`src/rtl/fetch_pkg.sv`:
```
// -----------------------------------------------------------------------------
// fetch_pkg
// Shared types and constants for the fetch stage.
//   fetch_state_t : sequencer states (BOOT, RUN, HALTED)
//   NOP_WORD_C    : ADDI x0,x0,0, driven on the IF/ID word whenever it is empty
//   PC_STEP       : byte increment between sequential fetches
//   align_word()  : clears the byte-offset bits of an address
// -----------------------------------------------------------------------------
package fetch_pkg;

  typedef enum logic [1:0] {
    BOOT   = 2'd0,
    RUN    = 2'd1,
    HALTED = 2'd2
  } fetch_state_t;

  localparam logic [31:0] NOP_WORD_C = 32'h0000_0013;
  localparam logic [31:0] PC_STEP    = 32'd4;

  function automatic logic [31:0] align_word(input logic [31:0] addr);
    return {addr[31:2], 2'b00};
  endfunction

endpackage : fetch_pkg

```
`src/rtl/fetch_perf_counters.sv`:
```
// -----------------------------------------------------------------------------
// fetch_perf_counters
// Two free-running 32-bit event counters for the fetch stage. Both clear on
// reset and wrap modulo 2^32.
// Ports:
//   clk, reset    : system clock, synchronous active-high reset
//   advance       : a word was captured into IF/ID this cycle
//   stall         : IF/ID holds a valid word that decode is not taking
//   perf_fetched  : count of advance cycles
//   perf_stall    : count of stall cycles
// -----------------------------------------------------------------------------
module fetch_perf_counters (
  input  logic        clk,
  input  logic        reset,
  input  logic        advance,
  input  logic        stall,
  output logic [31:0] perf_fetched,
  output logic [31:0] perf_stall
);

  logic [31:0] fetched_q, fetched_d;
  logic [31:0] stall_q,   stall_d;

  always_comb begin
    fetched_d = fetched_q + (advance ? 32'd1 : 32'd0);
    stall_d   = stall_q   + (stall   ? 32'd1 : 32'd0);
  end

  always_ff @(posedge clk) begin
    if (reset) begin
      fetched_q <= '0;
      stall_q   <= '0;
    end else begin
      fetched_q <= fetched_d;
      stall_q   <= stall_d;
    end
  end

  assign perf_fetched = fetched_q;
  assign perf_stall   = stall_q;

endmodule : fetch_perf_counters

```
`src/rtl/fetch_sequencer.sv`:
```
// -----------------------------------------------------------------------------
// fetch_sequencer
// Owns the program counter, drives the combinational instruction memory and
// registers the fetched word into the IF/ID boundary under a valid/ready
// handshake. Handles stalls, redirect (flush) and a debug halt/resume FSM.
//
// Optional build macro: FETCH_PERF_EN adds perf_fetched / perf_stall counters.
//
// Ports:
//   clk, reset          : system clock, synchronous active-high reset
//   imem_address        : byte address to instruction memory (= pc)
//   imem_instruction    : word returned combinationally by instruction memory
//   redirect_valid/_pc  : taken branch/jump; flush and load the target
//   halt_req/resume_req : debug halt and resume levels
//   if_ready            : decode accepts the IF/ID word this cycle
//   if_valid            : IF/ID word valid
//   if_instruction      : registered instruction (NOP_WORD when not valid)
//   if_pc               : PC of if_instruction
//   halted              : sequencer is in HALTED
//   misalign_err        : sticky, a redirect target had nonzero bits [1:0]
//   perf_fetched/_stall : (FETCH_PERF_EN only) advance and stall counts
// -----------------------------------------------------------------------------
module fetch_sequencer
  import fetch_pkg::*;
#(
  parameter logic [31:0] RESET_PC = 32'h0000_0000,
  parameter logic [31:0] NOP_WORD = NOP_WORD_C
) (
  input  logic        clk,
  input  logic        reset,
  output logic [31:0] imem_address,
  input  logic [31:0] imem_instruction,
  input  logic        redirect_valid,
  input  logic [31:0] redirect_pc,
  input  logic        halt_req,
  input  logic        resume_req,
  input  logic        if_ready,
  output logic        if_valid,
  output logic [31:0] if_instruction,
  output logic [31:0] if_pc,
  output logic        halted,
  output logic        misalign_err
`ifdef FETCH_PERF_EN
  ,
  output logic [31:0] perf_fetched,
  output logic [31:0] perf_stall
`endif
);

  fetch_state_t state_q, state_d;
  logic [31:0]  pc_q,       pc_d;
  logic         valid_q,    valid_d;
  logic [31:0]  instr_q,    instr_d;
  logic [31:0]  word_pc_q,  word_pc_d;
  logic         misalign_q, misalign_d;

  // Redirect wins in every state except BOOT, including during a stall.
  logic flush;
  // The slot is empty or being consumed, so a new word may be captured.
  logic advance;
  // While halted nothing new is fetched; only the held word drains.
  logic drain;

  assign flush   = (state_q != BOOT) && redirect_valid;
  assign advance = (state_q == RUN) && !redirect_valid && (!valid_q || if_ready);
  assign drain   = (state_q == HALTED) && !redirect_valid && valid_q && if_ready;

  // ---------------------------------------------------------------------------
  // State register and datapath flops
  // ---------------------------------------------------------------------------
  // NOTE: sequential state uses non-blocking assignments so every flop samples
  // the pre-edge value of its sources regardless of statement order.
  always_ff @(posedge clk) begin
    if (reset) begin
      state_q    <= BOOT;
      pc_q       <= RESET_PC;
      valid_q    <= 1'b0;
      instr_q    <= NOP_WORD;
      word_pc_q  <= '0;
      misalign_q <= 1'b0;
    end else begin
      state_q    <= state_d;
      pc_q       <= pc_d;
      valid_q    <= valid_d;
      instr_q    <= instr_d;
      word_pc_q  <= word_pc_d;
      misalign_q <= misalign_d;
    end
  end

  // ---------------------------------------------------------------------------
  // Next-state logic
  // ---------------------------------------------------------------------------
  // NOTE: every signal written here gets a default first so no path leaves it
  // unassigned, which would otherwise infer a latch.
  always_comb begin
    state_d = state_q;
    unique case (state_q)
      BOOT:   state_d = RUN;
      // Halt is taken at an advance point so the captured word is delivered;
      // a coincident redirect blocks advance, deferring the halt by one advance.
      RUN:    if (advance && halt_req) state_d = HALTED;
      // A redirect while halted only moves the pc; the state stays HALTED.
      HALTED: if (!redirect_valid && resume_req && !halt_req) state_d = RUN;
      default: state_d = BOOT;
    endcase
  end

  // ---------------------------------------------------------------------------
  // Datapath next values
  // ---------------------------------------------------------------------------
  always_comb begin
    pc_d       = pc_q;
    valid_d    = valid_q;
    instr_d    = instr_q;
    word_pc_d  = word_pc_q;
    misalign_d = misalign_q | (flush && (redirect_pc[1:0] != 2'b00));

    if (flush) begin
      pc_d    = align_word(redirect_pc);
      valid_d = 1'b0;
      instr_d = NOP_WORD;
    end else if (advance) begin
      pc_d      = pc_q + PC_STEP;  // 32-bit modulo: 0xFFFF_FFFC wraps to 0
      valid_d   = 1'b1;
      instr_d   = imem_instruction;
      word_pc_d = pc_q;
    end else if (drain) begin
      valid_d = 1'b0;
      instr_d = NOP_WORD;
    end
  end

  // ---------------------------------------------------------------------------
  // Outputs
  // ---------------------------------------------------------------------------
  always_comb begin
    imem_address   = pc_q;
    if_valid       = valid_q;
    if_instruction = instr_q;
    if_pc          = word_pc_q;
    halted         = (state_q == HALTED);
    misalign_err   = misalign_q;
  end

`ifdef FETCH_PERF_EN
  logic stall;
  assign stall = valid_q && !if_ready;

  fetch_perf_counters u_perf (
    .clk          (clk),
    .reset        (reset),
    .advance      (advance),
    .stall        (stall),
    .perf_fetched (perf_fetched),
    .perf_stall   (perf_stall)
  );
`endif

endmodule : fetch_sequencer

```
`config.mk`:
```
export PLATFORM = sky130hd
export DESIGN_NAME = fetch_sequencer
export DESIGN_NICKNAME = d
export VERILOG_FILES = /design/src/rtl/fetch_pkg.sv /design/src/rtl/fetch_perf_counters.sv /design/src/rtl/fetch_sequencer.sv
export SDC_FILE = /design/constraint.sdc
export NUM_CORES = 1
export LEC_CHECK = 0
export ABC_AREA = 1
export CORE_MARGIN = 2
export CORE_UTILIZATION = 43
export CTS_CLUSTER_DIAMETER = 80
export DETAILED_ROUTE_END_ITERATION = 10
export PLACE_DENSITY = 0.82
export RECOVER_POWER = 25
export SLEW_MARGIN = 20
export SYNTH_ARGS = -nofsm -noshare
export SYNTH_HDL_FRONTEND = slang
export SYNTH_SLANG_ARGS = --single-unit
```
`constraint.sdc`:
```
create_clock -name clk -period 2.6 [get_ports clk]
set_input_delay 0.39 -clock clk [delete_from_list [all_inputs] [get_ports clk]]
set_output_delay 0.39 -clock clk [all_outputs]
set_load 0.02 [all_outputs]
```
==> results of run 1 <==
-- critical path: stages --
cell and delay [ns]:
dlygate4sd3_1 0.62, inv_1 0.10, nand3_1 0.23, nand2_1 0.24, inv_1 0.38, nand2_1 0.10, nand2_1 0.09, inv_1 0.05
nand3_1 0.08, nand2_1 0.05, inv_1 0.05
-- area by class of cell --
cell class | count | area, um^2 | share of cell area, %
clock buffer | 9 | 124 | 1.96
clock inverter | 5 | 58.8 | 0.929
inverter | 60 | 230 | 3.64
multi-input combinational | 448 | 2080 | 32.9
sequential | 96 | 1920 | 30.4
tap | 136 | 170 | 2.69
timing repair buffer | 174 | 1740 | 27.5
-- state kept, by name, summed over array words and instances, names as in the netlist --
| name | flops |
|---|---|
| state_q | 2 |
| if_pc | 30 |
| if_instruction | 32 |
| imem_address | 30 |
| misalign_err | 1 |
| if_valid | 1 |
-- per-stage QoR --
stage | utilization [%] | instances | worst slack, ns | cell area [um^2]
2_1_floorplan | - | 643 | 0.932 | 4480
5_1_grt | 62.1 | 928 | 0.332 | 6330
3_3_place_gp | 60.4 | 914 | 0.530 | 6150
4_1_cts | 62.2 | 928 | 0.516 | 6340
3_5_place_dp | 60.4 | 914 | 0.427 | 6150
6_report | 62.1 | 928 | 0.507 | 6330
-- where the power goes --
part           leakage (nW)  switching, mW  internal (mW)
logic                  1.55          0.391          0.330
clock network        0.0876          0.519          0.436
registers             0.783         0.0794           1.56
-- logic make-up after synthesis --
kind of cell / Yosys count
AND/OR/NAND/NOR: 308
AO/OA/AOI/OAI: 135
buffers and inverters: 99
flip-flops: 96
adder cells (fa/ha/maj): 1
other: 1
-- metal layers --
layer	vias up	routed length (um)	part of all wire (%)	GRT usage, %
met1	2227	5660	42	29.4
met5	-	0	0	0
met3	17	912	6.8	3.80
li1	2382	-	-	-
met2	204	6690	50	40.5
met4	0	193	1.4	6.20
-- Yosys cell counts --
master	count
nand2_1	152
dfxtp_1	96
a21oi_1	66
nor2_1	65
nand3_1	60
inv_1	55
o21ai_0	46
buf_2	11
clkbuf_1	11
nand4_1	9
a31oi_1	7
buf_6	7
buf_4	6
nor2_2	5
nand3b_1	4
nor2_4	4
nor3_1	4
inv_2	3
o21ai_1	3
o22ai_1	3
a211oi_1	2
a22oi_1	2
a32oi_1	2
buf_1	2
clkbuf_2	2
nand2_2	2
a21boi_0	1
and3_1	1
clkinv_1	1
conb_1	1
ha_1	1
inv_6	1
nand3_2	1
nand3b_2	1
o211ai_1	1
o21ai_4	1
o21bai_1	1
-- worst paths after layout --
| kind | start | endpoint | slack, ns | depth (start not counted) |
|---|---|---|---|---|
| setup / recovery | redirect_valid | imem_address[24] | 0.51 | 11 |
| hold / removal | misalign_err | misalign_err | 0.46 | 2 |
| hold reg to reg | misalign_err | misalign_err | 0.46 | 2 |
| setup reg to reg | imem_address[3] | imem_address[28] | 0.70 | 12 |
-- layout by cell type, fill, tap and decap left out, types with 3 or more instances in the layout --
cell type / netlist / layout
nand2_1: 152 / 153
clkdlybuf4s50_1: 0 / 147
dfxtp_1: 96 / 96
a21oi_1: 66 / 66
nor2_1: 65 / 65
nand3_1: 60 / 61
inv_1: 55 / 57
o21ai_0: 46 / 46
dlygate4sd3_1: 0 / 17
nand4_1: 9 / 9
clkbuf_8: 0 / 9
buf_4: 6 / 8
a31oi_1: 7 / 7
nor2_2: 5 / 5
nor2_4: 4 / 4
nand3b_1: 4 / 4
nor3_1: 4 / 4
conb_1: 1 / 4
o22ai_1: 3 / 3
o21ai_1: 3 / 3
==> qor.yml, run 1 <==
drive_above_1_share_pct: 4.80
drt_iter0_markers: 303
antenna_found_initial: 0
grt_setup_unrepaired: "false"
core_area_um2: 10200
postRouteWirelength_um: 13500
synthMuxAreaShare_pct: 0
cts.sinks: 96
viasPerCell: 5.20
io_buffers: 164
hold_viol: 0
clockBufferDepth: 2
track_usage_pct: 23.1
diodes: 0
critPathArrivalTime_ns: 2.39
synthSimpleGateAreaFrac_pct: 29.9
power_mw: 3.31
postSynthCellCount: 640
period_minus_slack_ns: 2.09
synth_warnings: 0
ys_seq_area_share_pct: 43.0
required_ns: 2.90
fillers: 932
place_congestion: 0.853
grt_overflow: 0
start_util_pct: 43.9
synth.avg_cell_area_um2: 6.98
start_kind: "primary input"
drc: 0
cp_max_fo: 12
floorplan.rows: 37
clk_latency_ns: 0.36
hold_class: "flip-flop to flip-flop"
synthesis.area_um2: 4470
postRouteAntennaNets: 0
cap_viol_max_count: 0
fin_hold_ws_ns: 0.456
die_area_um2: 11200
syn_to_final_growth_pct: 41.6
synth_compound_area_share_pct: 16.2
synthAdderAreaFrac_pct: 0.280
synth_top_cell_by_area: "dfxtp_1"
grt_max_degree: 49
cts_tree: "built"
ys_seq_elements: 96
clockRootBuffer: "clkbuf_8"
wire_per_inst_um: 14.5
grt_pass1_wl_um: 21200
slew_headroom_pct: 59.1
crit_type: "primary input to flip-flop"
slew_violations: 0
synth_area_leaders: "dfxtp_1 (43%), nand2_1 (13%), a21oi_1 (7.4%)"
final.setup.tns_ns: 0
path_clk_slew_ns: 0.10
fin_worst_skew_ns: 0.0146
yosys.cell_types.count: 37
p_leak_nw: 2.42
die_height_um: 106
synth_xor_area_share_pct: 0
ctsResizeCount: 0
setup_viol: 0
die_x_um: 106
finalCritPeriodShare_pct: 80.5
status: "complete, no violations"
ios: 169
post_cts_buffers: 0
drt_pass1_iterations: 7
ctsHoldBuffers: 0
hpwl_um: 9720
yosysTopAreaCellShare_pct: 43.0
synth_top_family_by_area: "simple AND/OR/NAND/NOR gates"
endpoint_kind: "flip-flop"
clock.fmax_mhz: 478
ir_worst_vdd_mv: 0.237
worst_pin_slew_ns: 0.612
h-tree-depth: 3
first_global_vias: 4523
vias: 4830
powerDensity_nw_per_um2: 524
cts_buffers: 9
layout.nets: 860
Note: power is estimated with default switching activity, not from simulation.
==> run 2: changes to the inputs <==
==> constraint.sdc (replaced) <==
create_clock -name clk -period 2 [get_ports clk]
set_input_delay 0.3 -clock clk [delete_from_list [all_inputs] [get_ports clk]]
set_output_delay 0.3 -clock clk [all_outputs]
set_load 0.02 [all_outputs]
==> qor.yml, run 2 (same netlist as run 1, synthesis figures left out) <==
viasPerCell: 5.20  # -0.14%
grt_max_degree: 42  # -14%
grt_overflow: 0  # unchanged
start_util_pct: 43.9  # unchanged
diodes: 0  # unchanged
final_area_um2: 6420  # +1.5%
cts_buffers: 9  # unchanged
hold_viol: 0  # unchanged
track_usage_pct: 23.6  # +0.54 points
drc: 0  # unchanged
die_area_um2: 11200  # unchanged
cts.sinks: 96  # unchanged
die_x_um: 106  # unchanged
hpwl_um: 9910  # +1.9%
top_usage_layer: "met2"
antenna_found_initial: 0  # unchanged
p_leak_nw: 2.43  # +0.29%
grtUsageMet3_pct: 3.00  # -0.80 points
hold_path_startpoint: "misalign_err"
r2r_cells: 10  # -2
layout.nets: 867  # +0.81%
drt_iter0_markers: 267  # -12%
finalCritPeriodShare_pct: 93.8
place_congestion: 0.906  # +6.2%
endpoint_kind: "flip-flop"
critPathArrivalTime_ns: 2.13  # -0.26 ns
status: "complete, no violations"
crit-reg2reg-launch: "imem_address[2]"
final.setup.tns_ns: 0  # unchanged
first_global_vias: 4527  # +0.088%
grt_pass1_wl_um: 21600  # +2.1%
critPathBufInv: 2  # -3
vias: 4870  # +0.83%
hold_class: "flip-flop to flip-flop"
drt_pass1_iterations: 6  # -1
layout_common_cells: "clkdlybuf4s50_1 (163), nand2_1 (152), dfxtp_1 (96)"
die_height_um: 106  # unchanged
ctsHoldBuffers: 0  # unchanged
postRouteAntennaNets: 0  # unchanged
drive_above_1_share_pct: 5.87  # +1.1 points
critPathSlowestCell: "dfxtp_1"
syn_to_final_growth_pct: 43.7
regToRegSetupSlack_ns: 0.12  # -0.58 ns
powerDensity_nw_per_um2: 669  # +28%
placed_cell_area_um2: 6260  # +1.7%
regArea_um2: 1920  # unchanged
postRouteWirelength_um: 13600  # +0.90%
slowest_delay_ns: 0.42  # -0.20 ns
start_kind: "flip-flop"
clk_latency_ns: 0.36  # about the same
ir_worst_vdd_mv: 0.445  # +88%
setup_viol: 0  # unchanged
grt_setup_unrepaired: "false"
final_common_cell: "clkdlybuf4s50_1"
wire_per_inst_um: 14.5  # about the same
clock.fmax_mhz: 533
crit_chain: "ha_1 > nand3_1 > inv_1 > nand2_1 > nor2_2 > nand2_1 > o21ai_0 > nand3b_1 > nand2_1 > inv_1"
hold_path_end: "misalign_err"
cpMostUsedCell: "nand2_1"
required_ns: 2.26  # -0.64 ns
fillers: 896  # -3.9%
fin_hold_ws_ns: 0.456  # -0.000431 ns
multi_input_area_um2: 2080  # -0.24%
floorplan.rows: 37  # unchanged
cp_top_family: "simple AND/OR/NAND/NOR gates"
ios: 169  # unchanged
slew_violations: 0  # unchanged
clockBufferDepth: 2  # unchanged
period_minus_slack_ns: 1.88
path_clk_slew_ns: 0.10  # about the same
cap_viol_max_count: 0  # unchanged
cts_tree: "built"
clockRootBuffer: "clkbuf_8"
h-tree-depth: 3  # unchanged
cp_max_fo: 4  # -8
io_buffers: 164  # unchanged
crit_type: "flip-flop to flip-flop"
core_area_um2: 10200  # unchanged
fin_worst_skew_ns: 0.00956  # -0.00500 ns
r2r_end: "imem_address[26]"
use_met1_pct: 31.2  # +1.8 points
grtUsageMet2_pct: 39.8  # -0.65 points
holdPathStages: 2  # unchanged
largest_reg_flops: 32  # unchanged
## run 2: power breakdown
group	internal [mW]	switching, mW	leakage, nW
Combinational	0.461	0.516	1.56
Sequential	2.03	0.0986	0.783
Clock	0.496	0.695	0.0826
## run 2: repair_timing
item,CTS,global route
hold endpoints to repair,0,0
setup buffers,0,0
gates resized for setup,0,2
setup endpoints to repair,0,2
## run 2: routing by layer
layer | wire length (um) | share of wire (%)
met3 | 832 | 6.1
met4 | 217 | 1.6
met5 | 0 | 0
met1 | 5810 | 43
met2 | 6710 | 49
## run 2: worst min-delay path, stage by stage (launching register included)
cell and delay [ns]:
dfxtp_1 0.32, inv_1 0.05, a21oi_1 0.05
## run 2: through the flow
| stage | cells | total power, mW | utilization (%) | setup WS (ns) |
|---|---|---|---|---|
| final | 937 | 4.29 | 63.0 | 0.124 |
| after global routing | 937 | 4.50 | 63.0 | 0.00598 |
| after CTS | 937 | 4.33 | 63.2 | 0.0390 |
| after detailed placement | 921 | 3.15 | 61.4 | 0.0884 |
| after global placement | 921 | 3.13 | 61.4 | 0.128 |
| after floorplan | 643 | 2.67 | - | 0.332 |
## run 2: final cells by class
| class | count | area share, % |
|---|---|---|
| clock buffers | 11 | 2.20 |
| clock inverters | 5 | 0.624 |
| inverters | 60 | 3.53 |
| multi-input cells | 448 | 32.3 |
| flip-flops and latches | 96 | 29.9 |
| well taps | 136 | 2.65 |
| repair buffers | 181 | 28.7 |
## run 2: how the worst max path moves through the flow
stage                          from                to  slack (ns)  depth (start not counted)
finish              imem_address[2]  imem_address[26]        0.12                         10
global route             state_q[0]  imem_address[15]       0.006                          7
detailed placement   redirect_valid  imem_address[27]        0.09                          9
global placement     redirect_valid  imem_address[31]        0.13                         11
floorplan           imem_address[3]  imem_address[28]        0.33                         12
CTS                      state_q[1]            halted        0.04                          3
